**src/rtl/pim_pkg.sv**
```systemverilog
// Shared types and constants for the dot-product sequencer and its accumulator.
package pim_pkg;

   // Operand and product widths of the Booth multiplier interface
   localparam int unsigned OP_W   = 8;
   localparam int unsigned PROD_W = 16;

   // Field positions inside a packed operand word from local memory
   localparam int unsigned RDATA_W = 16;
   localparam int unsigned A_MSB   = 15;
   localparam int unsigned A_LSB   = 8;
   localparam int unsigned B_MSB   = 7;
   localparam int unsigned B_LSB   = 0;

   typedef enum logic [2:0] {
      StIdle,
      StFetch,
      StLatch,
      StStart,
      StWait,
      StDone
   } state_t;

endpackage

```
**src/rtl/mac_accum.sv**
```systemverilog
// Signed accumulator: synchronous clear, sign-extended add of a product, wraps at ACC_W.
module mac_accum
   import pim_pkg::*;
#(
   parameter int unsigned ACC_W = 24
) (
   input  logic              clk,
   input  logic              reset,
   input  logic              clear,
   input  logic              add_en,
   input  logic [PROD_W-1:0] addend,
   output logic [ACC_W-1:0]  acc
);

   logic [ACC_W-1:0] acc_q, acc_d;
   logic [ACC_W-1:0] addend_ext;

   assign addend_ext = {{(ACC_W - PROD_W){addend[PROD_W-1]}}, addend};

   // Next accumulator value; clear wins over add
   always_comb begin
      acc_d = acc_q;
      if (clear) begin
         acc_d = '0;
      end else if (add_en) begin
         acc_d = acc_q + addend_ext;
      end
   end

   // Accumulator register
   always_ff @(posedge clk or posedge reset) begin
      if (reset) begin
         acc_q <= '0;
      end else begin
         acc_q <= acc_d;
      end
   end

   assign acc = acc_q;

endmodule

```
**src/rtl/mac_sequencer.sv**
```systemverilog
// Dot-product sequencer: fetches packed operand pairs, drives the Booth multiplier one
// pair at a time, accumulates products and returns the sum via a valid/ready handshake.
module mac_sequencer
   import pim_pkg::*;
#(
   parameter int unsigned ADDR_W  = 10,
   parameter int unsigned LEN_W   = 8,
   parameter int unsigned ACC_W   = 24,
   parameter int unsigned TIMEOUT = 15
) (
   input  logic               clk,
   input  logic               reset,
   input  logic               cmd_valid,
   output logic               cmd_ready,
   input  logic [ADDR_W-1:0]  cmd_base,
   input  logic [LEN_W-1:0]   cmd_len,
   output logic               mem_rd_en,
   output logic [ADDR_W-1:0]  mem_addr,
   input  logic [RDATA_W-1:0] mem_rdata,
   output logic               mul_start,
   output logic [OP_W-1:0]    mul_a,
   output logic [OP_W-1:0]    mul_b,
   input  logic [PROD_W-1:0]  mul_product,
   input  logic               mul_done,
   output logic               res_valid,
   input  logic               res_ready,
   output logic [ACC_W-1:0]   res_data,
   output logic               res_err
);

   localparam int unsigned WD_W = $clog2(TIMEOUT + 1);
   // Watchdog value during the last allowed WAIT cycle
   localparam logic [WD_W-1:0] WD_LAST = WD_W'(TIMEOUT - 1);

   state_t            state_q, state_d;
   logic [ADDR_W-1:0] base_q, base_d;
   logic [LEN_W-1:0]  len_q, len_d;
   logic [LEN_W-1:0]  index_q, index_d;
   logic [WD_W-1:0]   wd_q, wd_d;
   logic              err_q, err_d;
   logic [OP_W-1:0]   a_q, a_d;
   logic [OP_W-1:0]   b_q, b_d;
   logic              acc_clear;
   logic              acc_add;
   logic              pair_end;
   logic [ACC_W-1:0]  acc;

   // Next-state and datapath control; every pair ends either on mul_done or on timeout
   always_comb begin
      state_d   = state_q;
      base_d    = base_q;
      len_d     = len_q;
      index_d   = index_q;
      wd_d      = wd_q;
      err_d     = err_q;
      a_d       = a_q;
      b_d       = b_q;
      acc_clear = 1'b0;
      acc_add   = 1'b0;
      pair_end  = 1'b0;

      unique case (state_q)
         StIdle: begin
            if (cmd_valid) begin
               base_d    = cmd_base;
               len_d     = cmd_len;
               index_d   = '0;
               err_d     = 1'b0;
               acc_clear = 1'b1;
               state_d   = (cmd_len == '0) ? StDone : StFetch;
            end
         end
         StFetch: begin
            state_d = StLatch;
         end
         StLatch: begin
            a_d     = mem_rdata[A_MSB:A_LSB];
            b_d     = mem_rdata[B_MSB:B_LSB];
            state_d = StStart;
         end
         StStart: begin
            wd_d    = '0;
            state_d = StWait;
         end
         StWait: begin
            wd_d = wd_q + WD_W'(1);
            if (mul_done) begin
               acc_add  = 1'b1;
               pair_end = 1'b1;
            end else if (wd_q == WD_LAST) begin
               // Multiplier never answered: flag it and drop this pair
               err_d    = 1'b1;
               pair_end = 1'b1;
            end
            if (pair_end) begin
               index_d = index_q + LEN_W'(1);
               state_d = (index_q + LEN_W'(1) == len_q) ? StDone : StFetch;
            end
         end
         StDone: begin
            if (res_ready) begin
               state_d = StIdle;
            end
         end
         default: begin
            state_d = StIdle;
         end
      endcase
   end

   // FSM state register
   always_ff @(posedge clk or posedge reset) begin
      if (reset) begin
         state_q <= StIdle;
      end else begin
         state_q <= state_d;
      end
   end

   // Command, index, watchdog, error and operand registers
   always_ff @(posedge clk or posedge reset) begin
      if (reset) begin
         base_q  <= '0;
         len_q   <= '0;
         index_q <= '0;
         wd_q    <= '0;
         err_q   <= 1'b0;
         a_q     <= '0;
         b_q     <= '0;
      end else begin
         base_q  <= base_d;
         len_q   <= len_d;
         index_q <= index_d;
         wd_q    <= wd_d;
         err_q   <= err_d;
         a_q     <= a_d;
         b_q     <= b_d;
      end
   end

   mac_accum #(
      .ACC_W (ACC_W)
   ) u_accum (
      .clk    (clk),
      .reset  (reset),
      .clear  (acc_clear),
      .add_en (acc_add),
      .addend (mul_product),
      .acc    (acc)
   );

   // Outputs decoded from registered state; address wraps naturally at ADDR_W
   always_comb begin
      cmd_ready = (state_q == StIdle);
      mem_rd_en = (state_q == StFetch);
      mem_addr  = mem_rd_en ? (base_q + ADDR_W'(index_q)) : '0;
      mul_start = (state_q == StStart);
      mul_a     = a_q;
      mul_b     = b_q;
      res_valid = (state_q == StDone);
      res_data  = acc;
      res_err   = err_q;
   end

endmodule

```
**config.mk**
```make
export PLATFORM = sky130hd
export DESIGN_NAME = mac_sequencer
export DESIGN_NICKNAME = d
export VERILOG_FILES = /design/src/rtl/pim_pkg.sv /design/src/rtl/mac_accum.sv /design/src/rtl/mac_sequencer.sv
export SDC_FILE = /design/constraint.sdc
export NUM_CORES = 1
export LEC_CHECK = 0
export ABC_AREA = 1
export BUFFER_PORTS_ARGS = -buffer_cell sky130_fd_sc_hd__buf_2
export CORE_MARGIN = 10
export CORE_UTILIZATION = 56
export DETAILED_ROUTE_END_ITERATION = 12
export GPL_TIMING_DRIVEN = 0
export PLACE_DENSITY = 0.81
export RECOVER_POWER = 100
export SYNTH_ARGS = -nofsm -noshare
export SYNTH_HDL_FRONTEND = slang
export SYNTH_SLANG_ARGS = --single-unit
```
**constraint.sdc**
```tcl
create_clock -name clk -period 2.68 [get_ports clk]
set_input_delay 0.134 -clock clk [delete_from_list [all_inputs] [get_ports clk]]
set_output_delay 0.134 -clock clk [all_outputs]
set_load 0.1 [all_outputs]
```
# Yosys cells after proc, flatten, opt, wreduce, memory -nomap -nowiden

Index checks and enable logic that the tools add are counted.

Output and inout bits: 55
Flip-flop bits (word level): 74
Logic and storage cells: 58

Add/sub/neg operators: 4
Eq/ne operators: 12
Reductions and logical operators: 9
Mux-type cells: 24

Operators with widths:

| kind                  | count |
|---|---|
| $mux W24              | 2 |
| $add A24 B24 Y24      | 1 |
| $pmux W3 S6           | 1 |
| $mux W8               | 2 |
| $pmux W8 S2           | 1 |
| $mux W3               | 5 |
| $add A10 B8 Y10       | 1 |
| $mux W1               | 10 |
| $mux W10              | 1 |
| $add A8 B1 Y8 const B | 1 |
| $eq A8 B8 Y1          | 1 |
| $logic_not A8 Y1      | 1 |
| $ne A2 B2 Y1 const B  | 4 |
| $pmux W4 S2           | 1 |
| $eq A3 B2 Y1 const B  | 2 |
| $eq A3 B3 Y1 const B  | 2 |
| $reduce_and A3 Y1     | 2 |
| $reduce_bool A2 Y1    | 3 |
| $add A4 B1 Y4 const B | 1 |
| $eq A4 B4 Y1 const B  | 1 |
| $reduce_and A4 Y1     | 1 |
| $eq A3 B1 Y1 const B  | 1 |
| $logic_not A3 Y1      | 1 |
| $ne A2 B1 Y1 const B  | 1 |
| 2 further kinds       | 2 |

# Depth between registers and ports, before layout

Gate-level depths: netlist of the first run.

Word-level depth: 6
Mapped depth: 13

# By module

A second synthesis of the first run with hierarchy kept.

Cell total of the unflattened synthesis: 782
Area total of the unflattened synthesis: 5429.0 sq um

Modules (own cells, without submodules):

| module        | cells an instance | sequential area each (sq um) | area an instance (sq um) | times used |
|---|---|---|---|---|
| mac_sequencer | 339               | 1251.2                       | 2812.7                   | 1 |
| mac_accum     | 443               | 600.6                        | 2616.3                   | 1 |

# Worst setup path before layout of the first run

No wires, ideal clock.

Path kind: register -> output
Start point: register state_q[1]
End point: output mem_addr[2]
Arrival: 3.622 ns
Cell stages (with the launch flop): 4
Required time: 2.546 ns
Path slack: -1.076 ns
Path through: dfrtp_1 -> nor3_2 -> o21ai_0 -> a21oi_1

Word-level cells in the longest chain between the ends: 2

Ends and longest elaborated chain:

| what                   | RTL line             | text |
|---|---|---|
| start, declared        | mac_sequencer.sv:35  | `state_t state_q, state_d;` |
| start signal, assigned | mac_sequencer.sv:114 | `state_q <= StIdle;` |
| start signal, assigned | mac_sequencer.sv:116 | `state_q <= state_d;` |
| $eq A3 B1 Y1           | mac_sequencer.sv:155 | `mem_rd_en = (state_q == StFetch);` |
| via mem_rd_en          | mac_sequencer.sv:17  | `output logic mem_rd_en,` |
| $mux W10               | mac_sequencer.sv:156 | `mem_addr = mem_rd_en ? (base_q + ADDR_W'(index_q)) : '0;` |
| end, declared          | mac_sequencer.sv:18  | `output logic [ADDR_W-1:0] mem_addr,` |

The timed path passes the listed nets, and every way through them passes these cells.

# Worst setup path after layout of the first run

Start point: register index_q[3]
End point: output mem_addr[6]

Word-level cells in the longest chain between the ends: 2

Ends and longest elaborated chain:

| what                   | RTL line             | text |
|---|---|---|
| start, declared        | mac_sequencer.sv:38  | `logic [LEN_W-1:0] index_q, index_d;` |
| start signal, assigned | mac_sequencer.sv:133 | `index_q <= index_d;` |
| $add A10 B8 Y10        | mac_sequencer.sv:156 |  |
| $mux W10               | mac_sequencer.sv:156 |  |

Every way passes these cells.

==> results of run 1 <==
metrics by stage:
stage | utilization | hold slack, ps | setup TNS (ps) | setup slack [ps] | instances
floorplan | - | 232 | 0 | 8.50 | 745
global placement | 0.650 | 342 | -14460 | -201 | 965
detailed placement | 0.653 | 99.6 | 0 | 420 | 966
CTS | 0.698 | 0.369 | 0 | 20.3 | 1003
global route | 0.686 | -15.9 | -8.76 | -8.76 | 1006
finish | 0.686 | -13.4 | 0 | 138 | 1006
routing by layer:
| layer | up-vias | global-route usage |
|---|---|---|
| met5 | - | 0 |
| met4 | 0 | 0.0675 |
| met3 | 27 | 0.0616 |
| met2 | 204 | 0.371 |
| met1 | 2469 | 0.281 |
| li1 | 2707 | - |
area by class of cell:
class | instances | area share
timing repair buffer | 134 | 0.118
buffer | 7 | 0.00635
clock buffer | 9 | 0.0196
tap | 111 | 0.0220
sequential | 74 | 0.294
clock inverter | 7 | 0.0133
multi-input combinational | 560 | 0.464
inverter | 104 | 0.0625
cells in the mapped netlist (all sizes together):
| library cell | count | area [sq um] |
|---|---|---|
| a32o | 2 | 20.0 |
| nand3b | 1 | 7.51 |
| nor3 | 8 | 45.0 |
| o21ai | 46 | 234 |
| nand3 | 57 | 295 |
| a21o | 1 | 7.51 |
| xor2 | 3 | 26.3 |
| inv | 103 | 389 |
| xnor2 | 1 | 8.76 |
| or2 | 1 | 6.26 |
| fa | 2 | 40.0 |
| o21bai | 4 | 30.0 |
| dfrtp | 74 | 1850 |
| clkinv | 1 | 5.00 |
| o22ai | 5 | 31.3 |
| nor4 | 3 | 18.8 |
| buf | 7 | 56.3 |
| mux2 | 16 | 180 |
| o31ai | 1 | 7.51 |
| a22o | 1 | 8.76 |
| a31oi | 2 | 12.5 |
| a21oi | 35 | 175 |
| nand4 | 12 | 75.1 |
| nand2 | 262 | 1000 |
| nor2 | 60 | 264 |
| ha | 34 | 425 |
| a211oi | 1 | 7.51 |
| and2 | 2 | 12.5 |
worst register-to-register path: cells and delay by family (launching register included):
| family | cells | cell delay, ps |
|---|---|---|
| buffers and inverters | 5 | 750 |
| DFF | 1 | 470 |
| and+or+nand+nor | 6 | 1040 |
worst paths after layout:
kind | start | to | slack (ps) | depth (start not counted)
min | mul_done | res_err | -10 | 2
min reg2reg | base_q[0] | base_q[0] | 500 | 2
min in group asynchronous | reset | mul_b[6] | 400 | 3
max | index_q[3] | mem_addr[6] | 140 | 9
max in group asynchronous | reset | index_q[6] | 470 | 4
max reg2reg | state_q[1] | u_accum.acc[7] | 300 | 11
sequential cells by signal (all words and copies together), names as in the netlist:
signal / cells
state_q: 3
res_err: 1
mul_a: 8
wd_q: 4
base_q: 10
index_q: 8
len_q: 8
u_accum.acc: 24
mul_b: 8
cell families after synthesis:
| kind of cell | count (synthesis) |
|---|---|
| AOI/OAI and AO/OA | 98 |
| xor gates and xnor gates | 4 |
| adders and majority gates | 36 |
| buffers and inverters | 111 |
| DFF | 74 |
| muxes | 16 |
| and+or+nand+nor | 406 |
timing repair:
item                                    in CTS  in global routing
buffers inserted                             0                  1
hold endpoints to repair                    38                  2
hold buffers                                21                  2
resized for setup                            0                  8
endpoints found under the setup margin       0                  6
==> out/metrics.yaml, run 1 <==
timing:
  fmaxAchievable_mhz: 393
  setup_viol_count_final: 0
  fin_crit_sh: 0.948
  drv_slew: 0
  worstMarginPinSlew_ps: 1420
  hold_viol_final: 2
  relSlewSlack: 0.0548
  hold-worst-slack_ps: -13.4
  fin_crit_ps: 2540
  fin_skew_ps: 13.3
global_routing:
  antenna_found_initial: 0
  grt_overflow: 0
  grt_max_degree: 57
  grt_pass1_vias: 5334
  grt_first_pass_wirelength_um: 24700
  grt_usage: 0.225
detailed_routing:
  wl_per_cell_um: 15.1
  drc: 0
  ant_nets: 0
  via_per_inst: 5.37
  vias: 5407
  routed.top_layer: "met4"
  dr_wl_met3_um: 1200
  wl_met1_um: 6600
  dr.pass1.iters: 8
  wl_met2_um: 7030
  drt_wl_total_um: 15100
  drt_iter0_drc: 370
critical_path:
  path_cells: "ha_1 -> a21oi_1 -> nand2_1 -> nand2_1 -> nand2_1 -> a21oi_1 -> o21ai_0 -> a21oi_2 -> buf_4"
  crit_family: "compound AO/OA/AOI/OAI gates"
  crit_buf_inv: 1
  cp_data_arrival_time_ps: 2410
  cp_slowest_cell: "dfrtp_1"
  critPathMaxStageDelay_ps: 470
  crit_path_frequent_cell: "nand2_1"
  crit_type: "register to primary output"
  start_kind: "register"
  endpoint_kind: "primary output"
  timing.critical_path.required_ps: 2550
  path_max_fanout: 7
synthesis:
  synthAdderAreaFrac: 0.0888
  ys_types: 41
  synth_compound_gate_area_share: 0.102
  syn_area_sq_mm: 0.00524
  synth_top_family_by_area: "simple AND/OR/NAND/NOR gates"
  syn_avg_cell_area_sq_um: 7.04
  synth.area.mux_share: 0.0344
  syn_nets: 836
  synth_warnings: 0
  synth_seq_cells: 74
  synthSimpleGateAreaFrac: 0.329
  synth_seq_area_share: 0.353
  synth_xor_area_frac: 0.00668
  synth_cells: 745
clocking:
  clk_latency_ps: 370
  clk_pin_slew_ps: 90
  cts_tree: "yes"
  htree_num_levels: 3
  numCtsBuffers: 9
  cts_max_path_buffers: 2
  clockRootBuffer: "clkbuf_8"
  clock-sinks: 74
run:
  cap_viol_max_count: 0
placement:
  io_buffer_count: 109
  placed_area_sq_mm: 0.00600
  hpwl_um: 11700
  place_congestion: 1.00
final_layout:
  fillers: 813
  final_common_cell: "nand2_1"
  diodes: 0
  drive_gt1_frac: 0.136
  syn_to_final_growth_pct: 20.3
  layout.nets: 981
  multiInputGateArea_sq_mm: 0.00293
  final-seq-area_sq_mm: 0.00185
  layout_common_cells: "nand2_1, inv_1, dfrtp_1"
  fin_area_sq_mm: 0.00630
outcome:
  status: "finished with violations"
  failed_checks: "hold timing"
floorplanning:
  coreArea_sq_mm: 0.00920
  ios: 110
  die_area_sq_mm: 0.0136
  start_util: 0.570
  die_h_um: 117
  die_x_um: 117
  fp-row-count: 35
min_path:
  hp-class: "input port to register"
Power of run 1 is left out: the tool's default activity adds up to more than one toggle a clock period on the data nets, which glitch-free logic cannot reach.
==> run 2: changes to the inputs <==
--- a/config.mk
+++ b/config.mk
@@ -8,10 +8,10 @@
 export ABC_AREA = 1
 export BUFFER_PORTS_ARGS = -buffer_cell sky130_fd_sc_hd__buf_2
 export CORE_MARGIN = 10
-export CORE_UTILIZATION = 56
+export CORE_UTILIZATION = 60
 export DETAILED_ROUTE_END_ITERATION = 12
 export GPL_TIMING_DRIVEN = 0
-export PLACE_DENSITY = 0.81
+export PLACE_DENSITY = 0.86
 export RECOVER_POWER = 100
 export SYNTH_ARGS = -nofsm -noshare
 export SYNTH_HDL_FRONTEND = slang
==> constraint.sdc (replaced) <==
create_clock -name clk -period 3.2 [get_ports clk]
set_input_delay 0.16 -clock clk [delete_from_list [all_inputs] [get_ports clk]]
set_output_delay 0.16 -clock clk [all_outputs]
set_load 0.1 [all_outputs]
==> run 2 against run 1 <==
  * The run ends with capacitance limit, slew limit left
  * Cell count fell by 2.2%
  * Sequential cell count unchanged
  * Sequential share of layout area up 1.1 points
  * Non-clock buffer count decreased by 19
  * Critical path depth up 3
  * Clock skew shrank 1.3 ps
  * Utilization is 2.2 points higher
  * Wire length down 4.6%
  * Count of clock-buffer cells in the layout stayed put
  * Register-to-register slack gained 320 ps
  * First-iteration DRC count up 3.8%
  * Global-route usage is essentially flat
  * Critical path type unchanged
  * Critical endpoint unchanged
==> out/metrics.yaml, run 2 (synthesis gave the netlist of run 1 again) <==
critical_path:
  crit_type: "register to primary output"
  rr_endpoint: "u_accum.acc[4]"
  path_cells: "ha_1 -> inv_1 -> fa_1 -> inv_1 -> nand3_1 -> nand2_1 -> nand2_1 -> nand2_1 -> a21oi_1 -> o21ai_0 -> a21oi_2 -> clkbuf_2"
  cp_slowest_cell: "dfrtp_1"
  cp_data_arrival_time_ps: 2680
  endpoint_kind: "primary output"
  start_kind: "register"
  crit_buf_inv: 3
  r2r_slack_ps: 620
  critPathMaxStageDelay_ps: 450
  r2r_start: "state_q[1]"
  reg2reg_depth: 11
  path_max_fanout: 4
  crit_family: "adder cells"
  crit_path_frequent_cell: "nand2_1"
  timing.critical_path.required_ps: 3040
clocking:
  htree_num_levels: 3
  numCtsBuffers: 9
  cts_max_path_buffers: 2
  clk_latency_ps: 370
  clockRootBuffer: "clkbuf_8"
  clk_pin_slew_ps: 90
  post_cts_resized: 0
  cts_tree: "yes"
  clock-sinks: 74
floorplanning:
  die_x_um: 113
  die_area_sq_mm: 0.0129
  start_util: 0.610
  die_h_um: 113
  fp-row-count: 34
  ios: 110
  coreArea_sq_mm: 0.00859
timing:
  fmaxAchievable_mhz: 352
  relSlewSlack: -0.822
  tns_ps: 0
  rsz0062_at_grt: "false"
  hold-worst-slack_ps: 6.31
  fin_skew_ps: 12.0
  hold_viol_final: 0
  drv_slew: 75
  setup_viol_count_final: 0
  worstMarginPinSlew_ps: 2730
  fin_crit_ps: 2840
  fin_crit_sh: 0.887
final_layout:
  drive_gt1_frac: 0.123
  diodes: 0
  syn_to_final_growth_pct: 15.9
  final_core_utilization: 0.707
  largest_reg_flops: 24
  layout.nets: 962
  layout_common_cells: "nand2_1, inv_1, dfrtp_1"
  final_common_cell: "nand2_1"
  fillers: 773
detailed_routing:
  drt_iter0_drc: 384
  ant_nets: 0
  drc: 0
  vias: 5363
  drt_wl_total_um: 14500
  via_per_inst: 5.45
  wl_per_cell_um: 14.7
  dr.pass1.iters: 6
placement:
  place_congestion: 1.01
  io_buffer_count: 109
  hpwl_um: 11300
global_routing:
  antenna_found_initial: 0
  grt_pass1_vias: 5228
  grt_overflow: 0
  grt_first_pass_wirelength_um: 24400
  grt_usage: 0.225
  grt_max_degree: 75
min_path:
  hp-class: "input port to register"
  min_from: "mul_done"
  hold_path_end: "res_err"
  holdPathStages: 2
outcome:
  failed_checks: "capacitance limit, slew limit"
  status: "finished with violations"
run:
  cap_viol_max_count: 1
## run 2: worst max path at each step
stage,start,to,slack (ps),depth (start not counted)
2_1_floorplan,state_q[2],mem_addr[5],140,3
3_3_place_gp,reset,u_accum.acc[18],340,2
3_5_place_dp,index_q[0],mem_addr[6],820,11
4_1_cts,index_q[0],mem_addr[6],420,11
5_1_grt,index_q[0],mem_addr[6],140,12
6_report,index_q[0],mem_addr[6],360,12
## run 2: what timing repair did
| item | in CTS | in global routing |
|---|---|---|
| hold buffers | 6 | 0 |
| endpoints found under the hold margin | 6 | 0 |
| setup buffers | 0 | 0 |
## run 2: final cells by class
| cell class | count | area (sq um) | share of cell area |
|---|---|---|---|
| plain buffers | 7 | 33.8 | 0.00556 |
| inverters | 104 | 394 | 0.0649 |
| clock inverters | 7 | 83.8 | 0.0138 |
| repair buffers | 115 | 547 | 0.0900 |
| flip-flops and latches | 74 | 1850 | 0.305 |
| multi-input cells | 560 | 2910 | 0.478 |
| well taps | 108 | 135 | 0.0222 |
| clock buffers | 9 | 124 | 0.0204 |
## run 2: per-stage QoR
step	worst slack [ps]	std cells	cell area [sq um]
floorplan	143	745	5270
global placement	336	962	5950
detailed placement	825	962	5960
CTS	417	984	6220
global route	137	984	6080
finish	361	984	6080
## run 2: per-layer routing
layer / global-route usage / vias to the layer above / part of all wire
met5: 0 / - / 0
met2: 0.360 / 220 / 0.46
li1: - / 2663 / -
met3: 0.0667 / 27 / 0.10
met1: 0.284 / 2453 / 0.42
met4: 0.0787 / 0 / 0.019
Power of run 2 is left out for the same reason.
==> run 3: changes to the inputs <==
--- a/config.mk
+++ b/config.mk
@@ -7,12 +7,14 @@
 export LEC_CHECK = 0
 export ABC_AREA = 1
 export BUFFER_PORTS_ARGS = -buffer_cell sky130_fd_sc_hd__buf_2
+export CORE_ASPECT_RATIO = 1.75
 export CORE_MARGIN = 10
 export CORE_UTILIZATION = 60
 export DETAILED_ROUTE_END_ITERATION = 12
 export GPL_TIMING_DRIVEN = 0
-export PLACE_DENSITY = 0.86
+export PLACE_DENSITY = 0.82
 export RECOVER_POWER = 100
+export SLEW_MARGIN = 0
 export SYNTH_ARGS = -nofsm -noshare
 export SYNTH_HDL_FRONTEND = slang
 export SYNTH_SLANG_ARGS = --single-unit
==> run 3 against run 2 <==
  * The run now ends clean
  * First-iteration DRC count decreased by 32%
  * Utilization increased by 0.86 points
  * Sequential share of layout area decreased by 0.44 points
  * Global-route usage increased by 2.0 points
  * Register-to-register slack got worse by 170 ps
  * Maximum frequency increased by 2.7%
  * Critical path depth decreased by 5
  * Highest routed layer unchanged
==> out/metrics.yaml, run 3 (synthesis gave the netlist of run 1 again) <==
global_routing:
  grt_usage: 0.245
  grt_overflow: 0
  grt_max_degree: 55
  grt_first_pass_wirelength_um: 25700
  grt_pass1_vias: 5547
  antenna_found_initial: 0
timing:
  hold_viol_final: 0
  relSlewSlack: 0.126
  fin_crit_sh: 0.864
  worstMarginPinSlew_ps: 1310
  drv_slew: 0
  setup_viol_count_final: 0
  fmaxAchievable_mhz: 362
  tns_ps: 0
  fin_skew_ps: 5.76
  fin_crit_ps: 2760
  rsz0062_at_grt: "false"
  hold-worst-slack_ps: 13.7
detailed_routing:
  drc: 0
  vias: 5335
  drt_iter0_drc: 260
  via_per_inst: 5.39
  dr.pass1.iters: 5
  wl_per_cell_um: 16.2
  ant_nets: 0
  drt_wl_total_um: 16000
final_layout:
  final_common_cell: "nand2_1"
  layout_common_cells: "nand2_1, inv_1, dfrtp_1"
  largest_reg_flops: 24
  layout.nets: 958
  diodes: 0
  drive_gt1_frac: 0.126
  syn_to_final_growth_pct: 17.6
min_path:
  hp-class: "input port to register"
  holdPathStages: 3
  min_from: "cmd_base[6]"
  hold_path_end: "base_q[6]"
critical_path:
  cp_data_arrival_time_ps: 2600
  endpoint_kind: "primary output"
  path_cells: "ha_1 -> inv_1 -> fa_1 -> inv_1 -> o21ai_0 -> a21oi_2 -> clkbuf_1"
  timing.critical_path.required_ps: 3040
  start_kind: "register"
  crit_path_frequent_cell: "inv_1"
  crit_family: "buffers and inverters"
  path_max_fanout: 4
  reg2reg_depth: 11
  rr_endpoint: "u_accum.acc[9]"
  crit_type: "register to primary output"
  cp_slowest_cell: "clkbuf_1"
  crit_buf_inv: 3
  r2r_slack_ps: 450
  r2r_start: "state_q[1]"
  critPathMaxStageDelay_ps: 880
clocking:
  clock-sinks: 74
  cts_tree: "yes"
  post-cts-setup-buffer-count: 0
  numCtsBuffers: 9
  cts_max_path_buffers: 2
  clockRootBuffer: "clkbuf_16"
  htree_num_levels: 3
  clk_latency_ps: 340
  clk_pin_slew_ps: 60
placement:
  io_buffer_count: 109
  place_congestion: 0.962
  hpwl_um: 12700
floorplanning:
  coreArea_sq_mm: 0.00861
  start_util: 0.609
  die_h_um: 144
  die_x_um: 90.7
  fp-row-count: 45
  ios: 110
  die_area_sq_mm: 0.0130
run:
  cap_viol_max_count: 0
outcome:
  status: "finished clean"
[run 3: cell types whose count changed in the layout (fill, tap and decap cells not counted), moves of 2 or more]
cell / delta
clkinvlp_2: +2
clkbuf_2: +2
dlygate4sd3_1: -5
inv_6: -3
clkbuf_16: +9
clkbuf_8: -8
[run 3: final cells by class]
type                    count  area, sq um
multi-input cells         560         2910
fillers                   765         2450
flip-flops and latches     74         1850
repair buffers            111          500
inverters                 104          394
clock buffers              10          239
well taps                 117          146
clock inverters             6         90.1
plain buffers               7         36.3
[run 3: what timing repair did]
item | CTS | global route
resized for setup | 0 | 0
endpoints found under the hold margin | 20 | 0
hold buffers | 1 | 0
[run 3: how the worst max path moves through the flow]
stage / to / start / cells past startpoint
6_report: mem_addr[2] / index_q[0] / 7
5_1_grt: u_accum.acc[8] / state_q[1] / 11
4_1_cts: mem_addr[6] / index_q[3] / 9
3_5_place_dp: mem_addr[6] / index_q[0] / 12
3_3_place_gp: u_accum.acc[2] / reset / 2
2_1_floorplan: mem_addr[5] / state_q[2] / 3
[run 3: layer usage]
| metal | GRT usage | vias to the layer above | share of wire |
|---|---|---|---|
| met5 | 0 | - | 0 |
| met4 | 0.141 | 0 | 0.042 |
| met3 | 0.0480 | 44 | 0.039 |
| met2 | 0.489 | 167 | 0.57 |
| met1 | 0.220 | 2458 | 0.35 |
| li1 | - | 2666 | - |
[run 3: stage by stage]
stage / cells / utilization / cell area (sq um) / setup WS [ps]
2_1_floorplan: 745 / - / 5270 / 143
3_3_place_gp: 971 / 0.692 / 5960 / 280
3_5_place_dp: 972 / 0.696 / 5990 / 867
4_1_cts: 989 / 0.735 / 6330 / 516
5_1_grt: 989 / 0.716 / 6170 / 157
6_report: 989 / 0.716 / 6170 / 436
[run 3: worst register-to-register path: stages, from the launching register on]
cell and delay, ps:
dfrtp_1 450, inv_1 140, nand2_1 110, nor2_1 230, clkinvlp_2 200, nor2_1 620, clkinv_1 200, nand2_1 120
inv_1 110, clkbuf_2 260, nand2_1 100, o21ai_0 80
Power of run 3 is left out for the same reason.
